**src/rtl/rnd_pkg.sv**
```systemverilog
// Shared rounding-mode encodings and lane-result field widths for the
// power-of-two rounder.
package rnd_pkg;

  typedef logic [1:0] rnd_mode_t;

  localparam rnd_mode_t RND_NEAREST = 2'b00;
  localparam rnd_mode_t RND_FLOOR   = 2'b01;
  localparam rnd_mode_t RND_CEIL    = 2'b10;
  localparam rnd_mode_t RND_BYPASS  = 2'b11;

  // A rounded-up value 2^(K+1) can need one bit beyond the operand width.
  function automatic int data_w(input int width);
    return width + 1;
  endfunction

  // Exponent must hold K+1, which reaches WIDTH for the largest operands.
  function automatic int exp_w(input int log2_width);
    return log2_width + 1;
  endfunction

endpackage

```
**src/rtl/pow2_round_lane.sv**
```systemverilog
// Combinational per-lane analysis: leading-one position K, the bit just
// below it (decision), the OR of everything further down (sticky), and zero.
module pow2_round_lane #(
  parameter int WIDTH      = 16,
  parameter int LOG2_WIDTH = 4
) (
  input  logic [WIDTH-1:0]      a_i,
  output logic [LOG2_WIDTH-1:0] k_o,
  output logic                  decision_o,
  output logic                  sticky_o,
  output logic                  zero_o
);

  // Ascending scan: the last set bit seen is the leading one.
  always_comb begin
    k_o = '0;
    for (int i = 0; i < WIDTH; i++) begin
      if (a_i[i]) k_o = LOG2_WIDTH'(i);
    end
  end

  always_comb begin
    decision_o = 1'b0;
    for (int i = 1; i < WIDTH; i++) begin
      if (k_o == LOG2_WIDTH'(i)) decision_o = a_i[i-1];
    end
  end

  always_comb begin
    sticky_o = 1'b0;
    for (int j = 0; j < WIDTH - 2; j++) begin
      if (LOG2_WIDTH'(j + 2) <= k_o) sticky_o = sticky_o | a_i[j];
    end
  end

  assign zero_o = ~|a_i;

endmodule

```
**src/rtl/pow2_round_pipe.sv**
```systemverilog
// Two-stage multi-lane power-of-two rounder with valid/ready on both sides.
// Define RND_TIE_EVEN_EN to make nearest-mode ties pick the even exponent.
module pow2_round_pipe
  import rnd_pkg::*;
#(
  parameter int WIDTH      = 16,
  parameter int LOG2_WIDTH = 4,
  parameter int LANES      = 4
) (
  input  logic                                  clk,
  input  logic                                  rst_n,
  input  logic                                  in_valid,
  output logic                                  in_ready,
  input  logic [1:0]                            in_mode,
  input  logic [LANES*WIDTH-1:0]                in_data,
  output logic                                  out_valid,
  input  logic                                  out_ready,
  output logic [LANES*data_w(WIDTH)-1:0]        out_data,
  output logic [LANES*exp_w(LOG2_WIDTH)-1:0]    out_exp,
  output logic [LANES-1:0]                      out_zero
);

  localparam int DW = data_w(WIDTH);
  localparam int EW = exp_w(LOG2_WIDTH);

  logic [LANES-1:0][LOG2_WIDTH-1:0] lane_k;
  logic [LANES-1:0]                 lane_dec;
  logic [LANES-1:0]                 lane_sticky;
  logic [LANES-1:0]                 lane_zero;

  for (genvar g = 0; g < LANES; g++) begin : g_lane
    pow2_round_lane #(
      .WIDTH      (WIDTH),
      .LOG2_WIDTH (LOG2_WIDTH)
    ) u_lane (
      .a_i        (in_data[g*WIDTH +: WIDTH]),
      .k_o        (lane_k[g]),
      .decision_o (lane_dec[g]),
      .sticky_o   (lane_sticky[g]),
      .zero_o     (lane_zero[g])
    );
  end

  logic                             s1_valid_q, s1_valid_d;
  rnd_mode_t                        s1_mode_q;
  logic [LANES-1:0][WIDTH-1:0]      s1_a_q;
  logic [LANES-1:0][LOG2_WIDTH-1:0] s1_k_q;
  logic [LANES-1:0]                 s1_dec_q;
  logic [LANES-1:0]                 s1_sticky_q;
  logic [LANES-1:0]                 s1_zero_q;

  logic                             s2_valid_q, s2_valid_d;
  logic [LANES*DW-1:0]              out_data_q, out_data_d;
  logic [LANES*EW-1:0]              out_exp_q, out_exp_d;
  logic [LANES-1:0]                 out_zero_q, out_zero_d;

  logic s1_load;
  logic s2_load;

  // No skid buffer: in_ready follows out_ready combinationally when both stages are full.
  assign s2_load    = ~s2_valid_q | out_ready;
  assign s1_load    = ~s1_valid_q | s2_load;
  assign in_ready   = s1_load;
  assign s1_valid_d = s1_load ? in_valid : s1_valid_q;
  assign s2_valid_d = s2_load ? s1_valid_q : s2_valid_q;

  for (genvar g = 0; g < LANES; g++) begin : g_sel
    logic          up;
    logic [DW-1:0] pow_k;
    logic [DW-1:0] lane_data;
    logic [EW-1:0] lane_exp;

    always_comb begin
      up = 1'b0;
      case (s1_mode_q)
`ifdef RND_TIE_EVEN_EN
        // A tie (decision without sticky) goes up only if K+1 is the even exponent.
        RND_NEAREST: up = s1_dec_q[g] & (s1_sticky_q[g] | s1_k_q[g][0]);
`else
        RND_NEAREST: up = s1_dec_q[g];
`endif
        RND_CEIL:    up = s1_dec_q[g] | s1_sticky_q[g];
        default:     up = 1'b0;
      endcase
    end

    assign pow_k = DW'(1) << s1_k_q[g];

    always_comb begin
      lane_data = '0;
      lane_exp  = '0;
      if (s1_zero_q[g]) begin
        lane_data = '0;
        lane_exp  = '0;
      end else if (s1_mode_q == RND_BYPASS) begin
        lane_data = {1'b0, s1_a_q[g]};
        lane_exp  = EW'(s1_k_q[g]);
      end else begin
        lane_data = up ? (pow_k << 1) : pow_k;
        lane_exp  = EW'(s1_k_q[g]) + EW'(up);
      end
    end

    assign out_data_d[g*DW +: DW] = lane_data;
    assign out_exp_d[g*EW +: EW]  = lane_exp;
    assign out_zero_d[g]          = s1_zero_q[g];
  end

  // Payload registers load only with a real beat so idle-time garbage never reaches S2.
  always_ff @(posedge clk or negedge rst_n) begin
    if (!rst_n) begin
      s1_valid_q  <= 1'b0;
      s1_mode_q   <= RND_NEAREST;
      s1_a_q      <= '0;
      s1_k_q      <= '0;
      s1_dec_q    <= '0;
      s1_sticky_q <= '0;
      s1_zero_q   <= '0;
      s2_valid_q  <= 1'b0;
      out_data_q  <= '0;
      out_exp_q   <= '0;
      out_zero_q  <= '0;
    end else begin
      s1_valid_q <= s1_valid_d;
      s2_valid_q <= s2_valid_d;
      if (s1_load && in_valid) begin
        s1_mode_q   <= in_mode;
        s1_a_q      <= in_data;
        s1_k_q      <= lane_k;
        s1_dec_q    <= lane_dec;
        s1_sticky_q <= lane_sticky;
        s1_zero_q   <= lane_zero;
      end
      if (s2_load && s1_valid_q) begin
        out_data_q <= out_data_d;
        out_exp_q  <= out_exp_d;
        out_zero_q <= out_zero_d;
      end
    end
  end

  assign out_valid = s2_valid_q;
  assign out_data  = out_data_q;
  assign out_exp   = out_exp_q;
  assign out_zero  = out_zero_q;

endmodule
```
**config.mk**
```make
export PLATFORM = sky130hd
export DESIGN_NAME = pow2_round_pipe
export DESIGN_NICKNAME = d
export VERILOG_FILES = /design/src/rtl/rnd_pkg.sv /design/src/rtl/pow2_round_lane.sv /design/src/rtl/pow2_round_pipe.sv
export SDC_FILE = /design/constraint.sdc
export NUM_CORES = 1
export LEC_CHECK = 0
export ABC_AREA = 1
export CORE_MARGIN = 1.5
export CORE_UTILIZATION = 56
export DETAILED_ROUTE_END_ITERATION = 7
export PLACE_DENSITY = 0.8
export REMOVE_ABC_BUFFERS = 1
export SYNTH_ARGS = -nofsm -noshare
export SYNTH_HDL_FRONTEND = slang
export SYNTH_HIERARCHICAL = 1
export SYNTH_SLANG_ARGS = --single-unit
```
**constraint.sdc**
```tcl
create_clock -name clk -period 2.3 [get_ports clk]
set_input_delay 0.345 -clock clk [delete_from_list [all_inputs] [get_ports clk]]
set_output_delay 0.345 -clock clk [all_outputs]
set_load 0.005 [all_outputs]
```
==> flow_metrics.tcl, run 1 <==
set metrics [dict create \
    yosysWarnings 6 \
    grt_max_degree 101 \
    core-area_sq_um 20900 \
    grt_setup_unrepaired "yes" \
    crit_family "simple AND/OR/NAND/NOR gates" \
    worstMarginPinSlew_ps 588 \
    dieArea_sq_um 22100 \
    status "complete, no violations" \
    wl_per_cell_um 15.5 \
    yosysSeqAreaShare_pct 39.6 \
    initial_core_util_pct 56.9 \
    setup_viol 0 \
    vdd_ir_drop_max_uv 607 \
    ys_seq_elements 188 \
    whs_endpoint "s1_a_q[55]$_DFFE_PN0P_" \
    min_path_cells 3 \
    synth_compound_area_share_pct 6.66 \
    cts_buffer_depth 2 \
    post-route-min-period_ps 2160 \
    crit_chain "clkdlybuf4s50_1 > buf_4 > nor3_4 > o21ai_4 > inv_2 > nand4_1 > nand3_1 > nor2_1 > nand4_1 > nor2_1 > nand4_1 > nor2_1 > nand4_1 > nor2_1 > a21oi_1" \
    grt_pass1_vias 12305 \
    grt_usage_pct 33.9 \
    ant_nets 0 \
    synth_edf_count 0 \
    routed_wl_um 37000 \
    worst_clock_skew_ps 14.0 \
    fmax_mhz 463 \
    die_w_um 149 \
    h-tree-depth 4 \
    avgViaCountPerCell 5.42 \
    dp_hpwl_um 27400 \
    yosys_most_used_dff "dfrtp_1" \
    worstSetupPathDepth 15 \
    min-delay-path-class "in -> reg" \
    holdWs_ps 278 \
    ys_types 38 \
    cts_tree "done" \
    syn_area_sq_um 11900 \
    r2r_end "out_data[52]$_DFFE_PN0P_" \
    std_cell_rows 53 \
    io_buffers 163 \
    layout-area-overhead-vs-synth_pct 36.3 \
    io_pins 164 \
    arrival_ps 2470 \
    r2r_slack_ps 400 \
    grt_overflow 0 \
    cp_max_fo 6 \
    final_core_util_pct 77.5 \
    drc 0 \
    timing.final.crit_share_pct 94.0 \
    fin_nets 2183 \
    drive_gt1_share_pct 18.9 \
    max_stage_delay_ps 510 \
    antenna_found_initial 0 \
    fin_ws_ps 138 \
    max-slew-margin-rel_pct 60.7 \
    path_buf_inv 3 \
    die_h_um 149 \
    synth_xor_area_share_pct 0.295 \
    hp-start "in_data[55]" \
    synthMuxAreaShare_pct 0 \
    cts-root-buf "clkbuf_16" \
    worstSetupPathType "in -> reg" \
    cp-start-kind "primary input" \
    pwr_density_cell_nw_per_um2 677 \
    drt_iter0_drc 1211 \
    slew_viol_final 0 \
    dp_slack_ps -481 \
    vias 12976 \
    cts_inserted_buffers 17 \
    first_pass_iters 8 \
    synthAdderAreaFrac_pct 0.842 \
    synthSimpleGateAreaFrac_pct 45.1 \
    clock_latency_ps 440 \
    r2r_cells 7 \
    r2r-start "s1_mode_q[0]$_DFFE_PN0P_" \
    maxCapViolations 0 \
    syn_avg_cell_area_sq_um 6.77 \
    synth_top_family_by_area "simple AND/OR/NAND/NOR gates" \
    cp.required_ps 2610 \
    grt_first_pass_wirelength_um 59900 \
    n_antenna_cell 0 \
    crit_start "in_data[27]" \
    final_hold_viol_count 0 \
    mostFrequentLayoutCells "652 x nand2_1, 269 x nor2_1, 229 x buf_4" \
    power_mw 11.0 \
    synth_cells 1756 \
    synthArstFlopShare_pct 100 \
    clk_pin_slew_ps 70 \
    power.leakage_nw 8.83 \
    slowest_stage "clkdlybuf4s50_1" \
    layout_commonest_cell "nand2_1" \
    clock_sinks 188 \
    finalWeightedCongestion 0.970 \
    cp-end-kind "register" \
]
==> area by class of cell <==
class                   count  area (sq um)
multi-input cells        1367          6400
clock inverters            11           133
flip-flops and latches    188          4700
repair buffers            406          3680
clock buffers              20           457
fillers                  1579          4690
inverters                 125           479
well taps                 275           344
==> report_power, final <==
group | leakage (nW) | switching [mW] | total (mW) | internal [mW]
clock | 0.290 | 1.31 | 2.98 | 1.67
sequential | 2.32 | 0.428 | 4.36 | 3.93
combinational | 6.22 | 1.94 | 3.63 | 1.69
total | 8.83 | 3.67 | 11.0 | 7.29
==> timing repair <==
item	4_1_cts	5_1_grt
hold buffers	1	0
setup endpoints to repair	3	8
gates resized for setup	4	75
setup buffers	1	13
hold endpoints to repair	46	0
pin swaps	2	29
==> cells in the mapped netlist (2+ instances only) <==
library cell	n	share of area (%)
nand2_1	657	21
nor2_1	273	8.6
nand3_1	189	8.0
dfrtp_1	188	40
inv_1	84	2.7
a21oi_1	48	2.0
nand4_1	40	2.1
buf_2	32	1.3
inv_2	30	0.95
o21ai_0	26	1.1
nor3_1	22	0.93
clkbuf_1	20	0.63
buf_4	18	1.1
nor3_2	16	1.3
ha_1	8	0.84
nand2_2	8	0.42
nor2_2	8	0.42
nor2_8	8	1.3
o21ai_1	8	0.34
clkinv_1	7	0.22
nand2_4	6	0.57
a21oi_4	5	0.68
a221oi_1	4	0.29
a311oi_1	4	0.29
and3_1	4	0.21
buf_1	4	0.13
inv_4	4	0.21
nor2_4	4	0.38
o2111ai_1	4	0.29
o21ai_2	4	0.29
o21ai_4	4	0.55
o22a_1	4	0.29
o22ai_1	4	0.21
xor2_1	4	0.29
o31ai_1	3	0.19
buf_6	2	0.19
==> state kept, by name, indices dropped and copies added (netlist names), 4 cells and up <==
register and flops:
out_data 68, s1_a_q 64, out_exp 20, s1_k_q 16, out_zero 4, out_zero_d 4, s1_dec_q 4, s1_sticky_q 4
==> worst register-to-register path: cells and delay by family (launching register included) <==
family / cells / cell delay [ps]
flops: 1 / 680
simple gates: 6 / 870
buf+inv: 1 / 240
==> cells by family (layout without fill, tap and decap cells) <==
logic type,after synthesis,after routing
XOR/XNOR,4,4
AND/OR/NAND/NOR,1236,1236
flip-flops,188,188
adder cells (fa/ha/maj),8,8
AO/OA/AOI/OAI,119,119
buffers and inverters,201,562
==> worst max-delay path by stage <==
stage,to
2_1_floorplan,out_zero_d[0]$_DFFE_PN0P_
3_3_place_gp,s1_sticky_q[3]$_DFFE_PN0P_
3_5_place_dp,s1_sticky_q[1]$_DFFE_PN0P_
4_1_cts,s1_sticky_q[3]$_DFFE_PN0P_
5_1_grt,s1_dec_q[3]$_DFFE_PN0P_
6_report,s1_dec_q[1]$_DFFE_PN0P_
==> through the flow <==
| stage | TNS, ps | instances | instance area, sq um |
|---|---|---|---|
| 2_1_floorplan | -132810 | 1680 | 11500 |
| 3_3_place_gp | -3240 | 2346 | 15300 |
| 3_5_place_dp | -3250 | 2346 | 15300 |
| 4_1_cts | -9.98 | 2379 | 15900 |
| 5_1_grt | -85.2 | 2392 | 16200 |
| 6_report | 0 | 2392 | 16200 |
==> layer usage <==
layer | routed length, um | up-vias | share of wire [%] | track usage, %
met5 | 0 | - | 0 | 0
met4 | 1140 | 0 | 3.1 | 13.3
met3 | 2160 | 91 | 5.8 | 4.54
met2 | 18300 | 520 | 49 | 57.9
met1 | 15400 | 6043 | 42 | 43.6
li1 | - | 6322 | - | -
Power figures use the tool's default switching activity.
==> inputs of run 2 (changes only) <==
Settings changed: ABC_CLOCK_PERIOD_IN_PS set to 2300, CORE_MARGIN 1.5 to not set.
==> flow_metrics.tcl, run 2 (synthesis gave the netlist of run 1 again) <==
set metrics [dict create \
    maxCapViolations 0 \
    max-slew-margin-rel_pct 58.0 \
    mostFrequentLayoutCells "651 x nand2_1, 273 x nor2_1, 219 x buf_4" \
    fin_nets 2171 \
    routed_wl_um 36500 \
    cts_buffer_depth 2 \
    fmax_mhz 467 \
    grt_first_pass_wirelength_um 60300 \
    die_w_um 148 \
    arrival_ps 2460 \
    worst_clock_skew_ps 13.2 \
    wl_per_cell_um 15.4 \
    cp-end-kind "register" \
    dp_hpwl_um 27100 \
    drc 0 \
    final.setup.tns_ps 0 \
    cp.required_ps 2620 \
    clock_sinks 188 \
    power_mw 11.0 \
    drive_gt1_share_pct 17.9 \
    slew_viol_final 0 \
    cp-start-kind "primary input" \
    std_cell_rows 52 \
    slowest_stage "clkdlybuf4s50_1" \
    io_buffers 163 \
    setup_viol 0 \
    power.leakage_nw 8.75 \
    post-route-min-period_ps 2140 \
    dieArea_sq_um 21800 \
    final_hold_viol_count 0 \
    vdd_ir_drop_max_uv 562 \
    cp_max_fo 6 \
    n_fill_cell 1571 \
    cts_inserted_buffers 17 \
    die_h_um 148 \
    drt_iter0_drc 1306 \
    io_pins 164 \
    antenna_found_initial 1 \
    dp_slack_ps -505 \
    timing.final.crit_share_pct 93.0 \
    h-tree-depth 4 \
    cts-root-buf "clkbuf_16" \
    first_pass_iters 6 \
    max_stage_delay_ps 580 \
    layout_commonest_cell "nand2_1" \
    min-delay-path-class "in -> reg" \
    worstMarginPinSlew_ps 628 \
    status "complete, no violations" \
    core-area_sq_um 20500 \
    largest_reg_flops 68 \
    finalWeightedCongestion 0.961 \
    fin_ws_ps 160 \
    initial_core_util_pct 58.0 \
    avgViaCountPerCell 5.51 \
    worstSetupPathType "in -> reg" \
    grt_overflow 0 \
    pwr_density_cell_nw_per_um2 688 \
    ant_nets 0 \
    grt_max_degree 66 \
    crit_chain "clkdlybuf4s50_1 > nor2_4 > inv_2 > nor2_2 > inv_2 > nor2_8 > inv_4 > nor2_8 > buf_4 > nand4_1 > nand3_1 > nor2_1 > nand4_1 > nor2_1 > nand4_1 > nor2_1 > nand4_1 > nor2_1 > a21oi_1" \
    vias 13086 \
    grt_pass1_vias 12639 \
    cts_tree "done" \
    clock_latency_ps 450 \
    clk_pin_slew_ps 70 \
    grt_usage_pct 34.3 \
    layout-area-overhead-vs-synth_pct 35.0 \
]
==> run 2: changes by cell type in the layout (fill, tap and decap cells not counted), moves of 3 or more <==
cell	delta
buf_4	-10
clkdlybuf4s50_1	+4
inv_1	+4
inv_2	-4
nor2_1	+4
inv_8	+3
nand3_1	+3
nor2_2	-3
nor3_4	-3
==> run 2: metrics by stage <==
stage / utilization (%) / std cells / hold slack, ps / instance area [sq um]
floorplan: - / 1680 / 49.4 / 11500
finish: 78.3 / 2377 / 229 / 16000
detailed placement: 74.3 / 2332 / 380 / 15200
CTS: 77.3 / 2365 / 401 / 15800
global placement: 74.3 / 2332 / 371 / 15200
global route: 78.3 / 2377 / 238 / 16000
==> run 2: worst paths after layout <==
| check | from | to | slack [ps] | cells after the start |
|---|---|---|---|---|
| max | in_data[14] | s1_dec_q[0]$_DFFE_PN0P_ | 160 | 19 |
| min reg2reg | s1_a_q[50]$_DFFE_PN0P_ | s1_a_q[50]$_DFFE_PN0P_ | 470 | 2 |
| min | in_data[56] | s1_a_q[56]$_DFFE_PN0P_ | 230 | 3 |
| min in group asynchronous | rst_n | out_data[60]$_DFFE_PN0P_ | 460 | 2 |
| max reg2reg | s1_mode_q[0]$_DFFE_PN0P_ | out_data[53]$_DFFE_PN0P_ | 330 | 7 |
| max in group asynchronous | rst_n | s1_a_q[17]$_DFFE_PN0P_ | 1080 | 3 |
==> run 2: per-layer routing <==
metal | vias to the layer above | GRT usage (%) | routed length [um]
met2 | 561 | 59.6 | 18400
met5 | - | 0 | 0
met4 | 0 | 13.4 | 1100
li1 | 6302 | - | -
met1 | 6119 | 43.8 | 15200
met3 | 104 | 3.77 | 1870
==> run 2: power by group <==
part	switching, mW	leakage [nW]	internal [mW]	total [mW]
clock network	1.43	0.297	1.65	3.08
logic	1.93	6.14	1.70	3.63
registers	0.410	2.32	3.93	4.34
==> run 2: final cells by class <==
class                   count  area, sq um  share of cell area (%)
flip-flops and latches    188         4700                    29.3
inverters                 125          479                    2.99
clock inverters            15          175                    1.09
diodes                      1         2.50                  0.0156
repair buffers            394         3570                    22.3
clock buffers              17          425                    2.65
multi-input cells        1367         6350                    39.6
well taps                 270          338                    2.11
==> run 2: worst max-delay path, delay by kind of cell <==
| family | cells | cell delay [ps] |
|---|---|---|
| and+or+nand+nor | 13 | 1070 |
| buffers and inverters | 5 | 990 |
| AOI/OAI and AO/OA | 1 | 50 |
==> run 2: repair_timing <==
action | 4_1_cts | 5_1_grt
setup endpoints to repair | 2 | 8
hold buffers | 1 | 0
endpoints found under the hold margin | 58 | 0
pin swaps | 1 | 25
setup buffers | 0 | 11
resized for setup | 3 | 49
cloned | 0 | 0
